## config.mk

```make
export PLATFORM = sky130hd
export DESIGN_NAME = obi_addr_demux
export DESIGN_NICKNAME = d
export VERILOG_FILES = /design/src/rtl/obi_addr_demux.sv
export SDC_FILE = /design/constraint.sdc
export NUM_CORES = 1
export LEC_CHECK = 0
export ABC_AREA = 1
export CAP_MARGIN = 10
export CORE_AREA = 2 2 165 167
export CTS_CLUSTER_SIZE = 16
export DETAILED_ROUTE_END_ITERATION = 16
export DIE_AREA = 0 0 167 169
export GPL_TIMING_DRIVEN = 1
export PLACE_DENSITY = 0.53
export SLEW_MARGIN = 20
export SYNTH_ARGS = -nofsm -noshare
export SYNTH_HDL_FRONTEND = slang
export SYNTH_SLANG_ARGS = --single-unit
```

## constraint.sdc

```tcl
create_clock -name clk_i -period 4.2 [get_ports clk_i]
set_input_delay 1.26 -clock clk_i [delete_from_list [all_inputs] [get_ports clk_i]]
set_output_delay 1.26 -clock clk_i [all_outputs]
set_load 0.005 [all_outputs]
```

## src/rtl/obi_addr_demux.sv

```systemverilog
// obi_addr_demux: routes one OBI master onto NumSlaves OBI slaves by address.
// Requests to the same target may be pipelined up to MaxOutstanding deep.
// A request to a different target is held off until every outstanding
// response has come back, so responses always return in order.
//
// Optional feature macro: OBI_ADDR_DEMUX_ERR_RESP_EN
//   defined   -> unmapped accesses go to an internal error target that grants
//                at once and answers one cycle later with err_o=1, rdata_o=ErrData
//   undefined -> unmapped accesses are routed to slave port 0 and err_o is 0
//
// Handshake: a request transfers on the cycle where req_i and gnt_o are both
// high; a response transfers on the single cycle where rvalid_o is high
// (the master is always ready to accept a response).

package obi_addr_demux_pkg;

   typedef struct packed {
      logic [31:0] idx;
      logic [31:0] start_addr;
      logic [31:0] end_addr;   // exclusive
   } addr_map_rule_t;

   // Default system map. Rule 2 overlaps rule 1, so rule 1 wins unless it is
   // disabled through rule_en_i.
   localparam addr_map_rule_t [6:0] DefaultAddrMap = '{
      '{idx: 32'd6, start_addr: 32'h4000_0000, end_addr: 32'h4000_1000},  // GPIO
      '{idx: 32'd5, start_addr: 32'h3000_0000, end_addr: 32'h3000_1000},  // UART
      '{idx: 32'd4, start_addr: 32'h2000_0000, end_addr: 32'h2000_1000},  // PERIPH
      '{idx: 32'd3, start_addr: 32'h0001_0000, end_addr: 32'h0002_0000},  // ROM
      '{idx: 32'd2, start_addr: 32'h1000_0000, end_addr: 32'h1002_0000},  // RAM1
      '{idx: 32'd1, start_addr: 32'h1000_0000, end_addr: 32'h1001_0000},  // RAM0
      '{idx: 32'd0, start_addr: 32'h0000_0000, end_addr: 32'h0000_1000}   // DEBUG
   };

endpackage

module obi_addr_demux
   import obi_addr_demux_pkg::*;
#(
   parameter int unsigned                    NumSlaves      = 7,
   parameter int unsigned                    MaxOutstanding = 4,
   parameter addr_map_rule_t [NumSlaves-1:0] AddrRules      = DefaultAddrMap,
   parameter logic [31:0]                    ErrData        = 32'hBADACCE5
) (
   input  logic                    clk_i,
   input  logic                    rst_ni,
   input  logic [NumSlaves-1:0]    rule_en_i,
   // master side
   input  logic                    req_i,
   output logic                    gnt_o,
   input  logic [31:0]             addr_i,
   input  logic                    we_i,
   input  logic [3:0]              be_i,
   input  logic [31:0]             wdata_i,
   output logic                    rvalid_o,
   output logic [31:0]             rdata_o,
   output logic                    err_o,
   // slave side
   output logic [NumSlaves-1:0]    slv_req_o,
   input  logic [NumSlaves-1:0]    slv_gnt_i,
   output logic [31:0]             slv_addr_o,
   output logic                    slv_we_o,
   output logic [3:0]              slv_be_o,
   output logic [31:0]             slv_wdata_o,
   input  logic [NumSlaves-1:0]    slv_rvalid_i,
   input  logic [NumSlaves*32-1:0] slv_rdata_i
);

   localparam int unsigned TgtW = $clog2(NumSlaves + 1);
   localparam int unsigned CntW = $clog2(MaxOutstanding + 1);

   // Target code NumSlaves is the internal error target.
   localparam logic [TgtW-1:0] ErrTgt = TgtW'(NumSlaves);
   localparam logic [CntW-1:0] CntMax = CntW'(MaxOutstanding);

   logic [TgtW-1:0] dec_tgt;
   logic [TgtW-1:0] tgt_q;
   logic [CntW-1:0] cnt_q;
   logic            stall;
   logic            grant;
   logic            rsp_valid;
   logic [31:0]     rsp_data;
   logic            err_rsp_q;

   // Payload is broadcast; only the selected slave sees a request.
   assign slv_addr_o  = addr_i;
   assign slv_we_o    = we_i;
   assign slv_be_o    = be_i;
   assign slv_wdata_o = wdata_i;

   // Address decode: lowest-numbered enabled rule containing addr_i wins.
   always_comb begin
      logic found;
      found = 1'b0;
`ifdef OBI_ADDR_DEMUX_ERR_RESP_EN
      dec_tgt = ErrTgt;
`else
      dec_tgt = '0;
`endif
      for (int unsigned i = 0; i < NumSlaves; i++) begin
         if (!found && rule_en_i[i] &&
             (addr_i >= AddrRules[i].start_addr) &&
             (addr_i <  AddrRules[i].end_addr)) begin
            dec_tgt = AddrRules[i].idx[TgtW-1:0];
            found   = 1'b1;
         end
      end
   end

   // Hold off when full, or when switching target with responses pending.
   assign stall = (cnt_q == CntMax) || ((cnt_q != '0) && (dec_tgt != tgt_q));

   // Request routing and grant back to the master; forced low in reset.
   always_comb begin
      slv_req_o = '0;
      gnt_o     = 1'b0;
      if (rst_ni && !stall) begin
         if (dec_tgt == ErrTgt) begin
            gnt_o = req_i;
         end else begin
            for (int unsigned i = 0; i < NumSlaves; i++) begin
               if (dec_tgt == TgtW'(i)) begin
                  slv_req_o[i] = req_i;
                  gnt_o        = slv_gnt_i[i];
               end
            end
         end
      end
   end

   assign grant = req_i & gnt_o;

   // Response selection: only the registered target may answer, and only
   // while something is outstanding.
   always_comb begin
      rsp_valid = 1'b0;
      rsp_data  = '0;
      if (cnt_q != '0) begin
         if (tgt_q == ErrTgt) begin
            rsp_valid = err_rsp_q;
            rsp_data  = err_rsp_q ? ErrData : 32'h0;
         end else begin
            for (int unsigned i = 0; i < NumSlaves; i++) begin
               if (tgt_q == TgtW'(i)) begin
                  rsp_valid = slv_rvalid_i[i];
                  rsp_data  = slv_rdata_i[i*32 +: 32];
               end
            end
         end
      end
   end

   assign rvalid_o = rsp_valid;
   assign rdata_o  = rsp_data;

`ifdef OBI_ADDR_DEMUX_ERR_RESP_EN
   assign err_o = rsp_valid && (tgt_q == ErrTgt);

   // Error target answers exactly one cycle after it grants.
   always_ff @(posedge clk_i or negedge rst_ni) begin
      if (!rst_ni) begin
         err_rsp_q <= 1'b0;
      end else begin
         err_rsp_q <= grant && (dec_tgt == ErrTgt);
      end
   end
`else
   assign err_o     = 1'b0;
   assign err_rsp_q = 1'b0;
`endif

   // Outstanding counter: grant adds one, response removes one.
   always_ff @(posedge clk_i or negedge rst_ni) begin
      if (!rst_ni) begin
         cnt_q <= '0;
      end else begin
         case ({grant, rsp_valid})
            2'b10:   cnt_q <= cnt_q + CntW'(1);
            2'b01:   cnt_q <= cnt_q - CntW'(1);
            default: cnt_q <= cnt_q;
         endcase
      end
   end

   // Remember which target owns the outstanding responses.
   always_ff @(posedge clk_i or negedge rst_ni) begin
      if (!rst_ni) begin
         tgt_q <= '0;
      end else if (grant) begin
         tgt_q <= dec_tgt;
      end
   end

endmodule

```

* Word-level counts from Yosys, hierarchy flattened
Cells that the tools add are included.
** Storage, ports and cells
- Flip-flop bits (word level) :: 6
- Bits of input ports :: 317
- Output and inout port bits :: 111
- Word-level logic and storage cells :: 119
** Operators by class
- Add/subtract/negate cells :: 2
- $lt $le $gt $ge :: 13
- Equal/unequal tests :: 18
- Muxes and demuxes :: 49
- Bitwise gates (word level) :: 1
- Reduce and logical (&&, ||, !) cells :: 34
** Operators with widths (count)
- 32-bit two-way mux :: 9
- 32-bit by 30-bit >= comparator with 1-bit output (second input constant) :: 2
- 32-bit by 29-bit less-than comparator with 1-bit output (second input constant) :: 2
- 32-bit by 30-bit less-than comparator with 1-bit output (second input constant) :: 2
- 32-bit by 1-bit >= comparator with 1-bit output (second input constant) :: 1
- 32-bit by 17-bit >= comparator with 1-bit output (second input constant) :: 1
- 32-bit by 29-bit >= comparator with 1-bit output (second input constant) :: 1
- 32-bit by 31-bit >= comparator with 1-bit output (second input constant) :: 1
- 32-bit by 13-bit less-than comparator with 1-bit output (second input constant) :: 1
- 32-bit by 18-bit less-than comparator with 1-bit output (second input constant) :: 1
- 32-bit by 31-bit less-than comparator with 1-bit output (second input constant) :: 1
- 1-bit two-way mux :: 32
- 3-bit equality test (second input constant) :: 9
- 1-bit logical AND :: 22
- 7-bit two-way mux :: 2
- 3-bit by 2-bit equality test with 1-bit output (second input constant) :: 4
- 3-bit two-way mux :: 3
- 1-bit zero test :: 7
- 3-bit by 1-bit equality test with 1-bit output (second input constant) :: 2
- 3-bit zero test :: 2
- 3-bit one-hot mux with 2 select lines :: 1
- 2-bit two-way mux :: 2
- 3-bit by 1-bit adder with 3-bit output (second input constant) :: 1
- 3-bit inequality test :: 1
- 7 further kinds :: 7

* Longest topological paths before layout
- Depth after elaboration :: 47
- Mapped depth :: 22
- Depth with buffers taken out :: 22

* Worst setup path before layout
OpenSTA, ideal clock, no wires.
- Path type :: in2out
- Start :: in addr_i[24]
- End :: out gnt_o
- Arrival :: 2.613 ns
- Data required time :: 2.940 ns
- Slack :: 0.327 ns
- Cell stages on the path :: 16
- Path buffers :: 0
- Cells stage by stage :: nor2_1 > nand2_2 > nor2_1 > nand2_2 > nor2_2 > nor2_1 > nand2_4 > nand2_4 > nor2_4 > nand3_1 > nand2_1 > nand2_1 > nand2_1 > nand2_2 > nand3_4 > and3_1
** On the way
- Longest elaborated chain between the ends :: 44
- Elaborated cells on any way between the ends :: 73
- Classes of those cells :: 13 x order compare; 8 x eq/ne; 21 x mux; 31 x reduce/logical
** RTL lines
- from (decl) :: line 51 : input logic [31:0] addr_i,
- 32-bit by 1-bit >= comparator with 1-bit output :: line 102 : (addr_i >= AddrRules[i].start_addr) &&
- 1-bit logical AND :: line 101 : if (!found && rule_en_i[i] &&
- 1-bit logical AND :: line 102
- 1-bit two-way mux :: line 101
- 1-bit zero test :: line 101
- 1-bit logical AND (2 in a row) :: line 101
- 1-bit logical AND :: line 102
- 1-bit two-way mux :: line 101
- [20 not listed]
- 1-bit zero test :: line 101
- 1-bit logical AND (2 in a row) :: line 101
- 1-bit logical AND :: line 102
- 3-bit two-way mux * :: line 101
- 3-bit zero test :: line 122 : if (dec_tgt == TgtW'(i)) begin
- 1-bit two-way mux (7 in a row) :: line 122
- 1-bit two-way mux :: line 118 : if (dec_tgt == ErrTgt) begin
- 1-bit two-way mux * :: line 117 : if (rst_ni && !stall) begin
- to (decl) :: line 50 : output logic gnt_o,
Every way passes the cells marked *; elsewhere a longest branch is shown, timed or not.

* Final worst setup path
- Start :: in addr_i[15]
- End :: out slv_req_o[0]
** On the way
- Longest elaborated chain between the ends :: 40
- Elaborated cells on any way between the ends :: 61
- Classes of those cells :: 13 x order compare; 2 x eq/ne; 15 x mux; 31 x reduce/logical
** RTL lines
- 32-bit by 1-bit >= comparator with 1-bit output :: line 102
- 1-bit logical AND :: line 101
- 1-bit logical AND :: line 102
- 1-bit two-way mux :: line 101
- 1-bit zero test :: line 101
- 1-bit logical AND (2 in a row) :: line 101
- 1-bit logical AND :: line 102
- 1-bit two-way mux :: line 101
- [23 not listed]
- 1-bit logical AND :: line 102
- 3-bit two-way mux * :: line 101
- 3-bit inequality test :: line 111 : assign stall = (cnt_q == CntMax) || ((cnt_q != '0) && (dec_tgt != tgt_q));
- 1-bit logical AND :: line 111
- 1-bit logical OR :: line 111
- 1-bit zero test :: line 117
- 1-bit logical AND :: line 117
- 7-bit two-way mux * :: line 117
- to (decl) :: line 59 : output logic [NumSlaves-1:0] slv_req_o,
Marks and branches as above.

==> flow_metrics.tcl <==
set metrics [dict create \
    dpl.hpwl_um 16700 \
    numCtsBuffers 3 \
    synthCells 620 \
    r2r_setup_slack_ns 1.23 \
    design_area_um2 7590 \
    yosys_warnings 0 \
    drcViolationCount 0 \
    vias 5190 \
    diodes 0 \
    ant_nets 0 \
    synth_compound_area_share_pct 29.4 \
    clock_latency_ns 0.23 \
    core_area_um2 26500 \
    clockRootBuffer "clkbuf_16" \
    hold_start "cnt_q[0]" \
    port_buffers 328 \
    max_stage_delay_ns 0.18 \
    hold_violations 0 \
    syn_area_um2 3440 \
    p_sw_mw 0.571 \
    rr_worst_depth 14 \
    start_util_pct 13.0 \
    critPathKind "in -> out" \
    syn_area_per_cell_um2 5.56 \
    antenna_found_initial 0 \
    drt-initial-drc-count 149 \
    fin_tns_setup_ns -0.176 \
    cpMaxStageDelayCell "clkdlybuf4s15_1" \
    worst_hold_path_type "reg -> reg" \
    area_growth_pct 120 \
    clk_pin_slew_ns 0.03 \
    synth_cell_types 37 \
    nets 1240 \
    leakagePower_nw 3.71 \
    seqPwrFrac_pct 6.2 \
    hold_end "cnt_q[0]" \
    most-common-layout-cells "267 x clkdlybuf4s50_1, 146 x inv_1, 58 x buf_4" \
    clock_skew_ns 0.000301 \
    rr_endpoint "cnt_q[2]" \
    period_needed_ns 4.28 \
    ir_drop_mv 0.188 \
    synthSimpleGateAreaFrac_pct 28.2 \
    tightest_slew_ns 0.643 \
    slew_viol_final 0 \
    dpl_cell_area_um2 6900 \
    first_pass_iters 4 \
    swShare_pct 40.4 \
    fin_ws_ns -0.0758 \
    dieWidth_um 167 \
    required_ns 2.94 \
    violations "negative setup slack" \
    h-tree-depth 1 \
    die_h_um 169 \
    p_int_mw 0.843 \
    period_share_pct 102 \
    rows 60 \
    synth-seq-cells 6 \
    max_freq_ghz 0.234 \
    io_pins 428 \
    clock_path_buffers 2 \
    yosys.area_share.xor_xnor_pct 0.509 \
    wl_per_cell_um 16.6 \
    grt_use_total_pct 13.6 \
    vias_per_cell 4.12 \
    cts.sinks 6 \
    path_cells "clkdlybuf4s15_1 > nor2_1 > nand2_2 > inv_2 > nand3_2 > nand2_1 > nand3b_1 > buf_6 > buf_6 > nand2_2 > inv_2 > buf_4 > buf_4 > buf_4 > nand2_1 > nor2_4 > buf_2" \
    relSlewSlack_pct 56.7 \
    rsz0062_at_grt "yes" \
    postSynthNetCount 939 \
    maxCapViolCount 0 \
    tritoncts "done" \
    synth_fa_ha_area_share_pct 0.944 \
    cp_max_fo 3 \
    yosysSeqAreaShare_pct 4.36 \
    place_congestion 0.794 \
    grt.overflow.total 0 \
    r2r_start "tgt_q[0]" \
    grt_pass1_vias 5312 \
    grt_max_degree 41 \
    synth_top_family_by_area "buffers and inverters" \
    clkPwrFrac_pct 11.0 \
    grt_pass1_wl_um 30200 \
    worst_ep_arrival_time_ns 3.02 \
    cpMostUsedCell "buf_4" \
    layout_commonest_cell "clkdlybuf4s50_1" \
    cp-end-kind "primary output" \
    final_util_pct 28.6 \
    drive_above_1_share_pct 22.5 \
    p_comb_share_pct 82.9 \
    status "finished, violations left" \
    setup_viol 3 \
    hold_slack_ns 0.501 \
    whs_path_depth 1 \
    synthMuxAreaShare_pct 0 \
    drt-total-wl_um 20900 \
    p_per_area_nw_per_um2 186 \
    critPathLaunchType "input port" \
    die-area_um2 28200 \
]
[worst max-delay path by stage]
| stage | start | end | slack (ns) | cells past startpoint |
|---|---|---|---|---|
| 2_1_floorplan | addr_i[24] | gnt_o | 0.33 | 16 |
| 3_3_place_gp | addr_i[18] | slv_req_o[2] | -0.82 | 13 |
| 3_5_place_dp | addr_i[18] | slv_req_o[2] | -0.87 | 15 |
| 4_1_cts | addr_i[19] | gnt_o | -0.09 | 19 |
| 5_1_grt | addr_i[22] | slv_req_o[2] | -0.20 | 15 |
| 6_report | addr_i[15] | slv_req_o[0] | -0.08 | 17 |
[through the flow]
step	setup WS, ns	instances	power (mW)
6_report	-0.0758	1260	1.41
5_1_grt	-0.198	1260	1.55
4_1_cts	-0.0936	1254	1.44
3_5_place_dp	-0.872	1231	1.24
3_3_place_gp	-0.824	1231	1.24
2_1_floorplan	0.327	620	0.581
[cell type report]
type	instances	area, um2
inverter	155	589
clock buffer	3	75.1
timing repair buffer	401	3930
multi-input combinational	354	2420
fill	2899	18900
sequential	6	153
tap	341	427
[Yosys cell counts (all sizes together)]
master	count	share of area [%]
ha	1	0.36
a21oi	69	10
nand3	46	7.8
and3	1	0.18
buf	82	17
o2111a	1	0.33
clkbuf	23	2.5
o21ai	38	5.6
nor3	7	1.2
xor2	1	0.25
conb	1	0.11
nand3b	2	0.54
nand2	50	6.8
xnor2	1	0.25
or2	1	0.18
fa	1	0.58
o211ai	30	6.5
dfrtp	6	4.4
nor2	33	4.8
o22ai	33	6.0
inv	154	17
nand4	35	6.8
o2111ai	3	0.76
clkinv	1	0.25
[worst max-delay path, delay by kind of cell]
family	cells	cell delay [ns]
buffers and inverters	9	1.06
and+or+nand+nor	8	0.70
[cell families after synthesis]
kind of cell	Yosys count
xor gates and xnor gates	2
DFF	6
buffers and inverters	260
and+or+nand+nor	175
adders and majority gates	2
AOI/OAI and AO/OA	174
other	1
[power by group through the flow]
stage          Clock, mW  Sequential [mW]  Combinational (mW)
2_1_floorplan          0           0.0843               0.496
3_3_place_gp           0           0.0874                1.15
3_5_place_dp           0           0.0872                1.15
4_1_cts            0.159           0.0871                1.20
5_1_grt            0.162           0.0894                1.30
6_report           0.155           0.0870                1.17
[repair_timing]
action,CTS,global route
gates cloned,0,0
resized for setup,187,84
hold buffers,0,0
endpoints found under the setup margin,18,37
pin swaps,52,42
buffers inserted,21,6
[registers in the layout, indices dropped and copies added (netlist names)]
name,count
cnt_q,3
tgt_q,3
[layer usage]
metal | track usage, % | wire [um] | share of wire [%]
met2 | 24.6 | 10400 | 50
met3 | 2.48 | 1300 | 6.2
met5 | 0 | 0 | 0
met4 | 3.37 | 494 | 2.4
met1 | 16.7 | 8650 | 41
(Power assumes the default switching activity.)
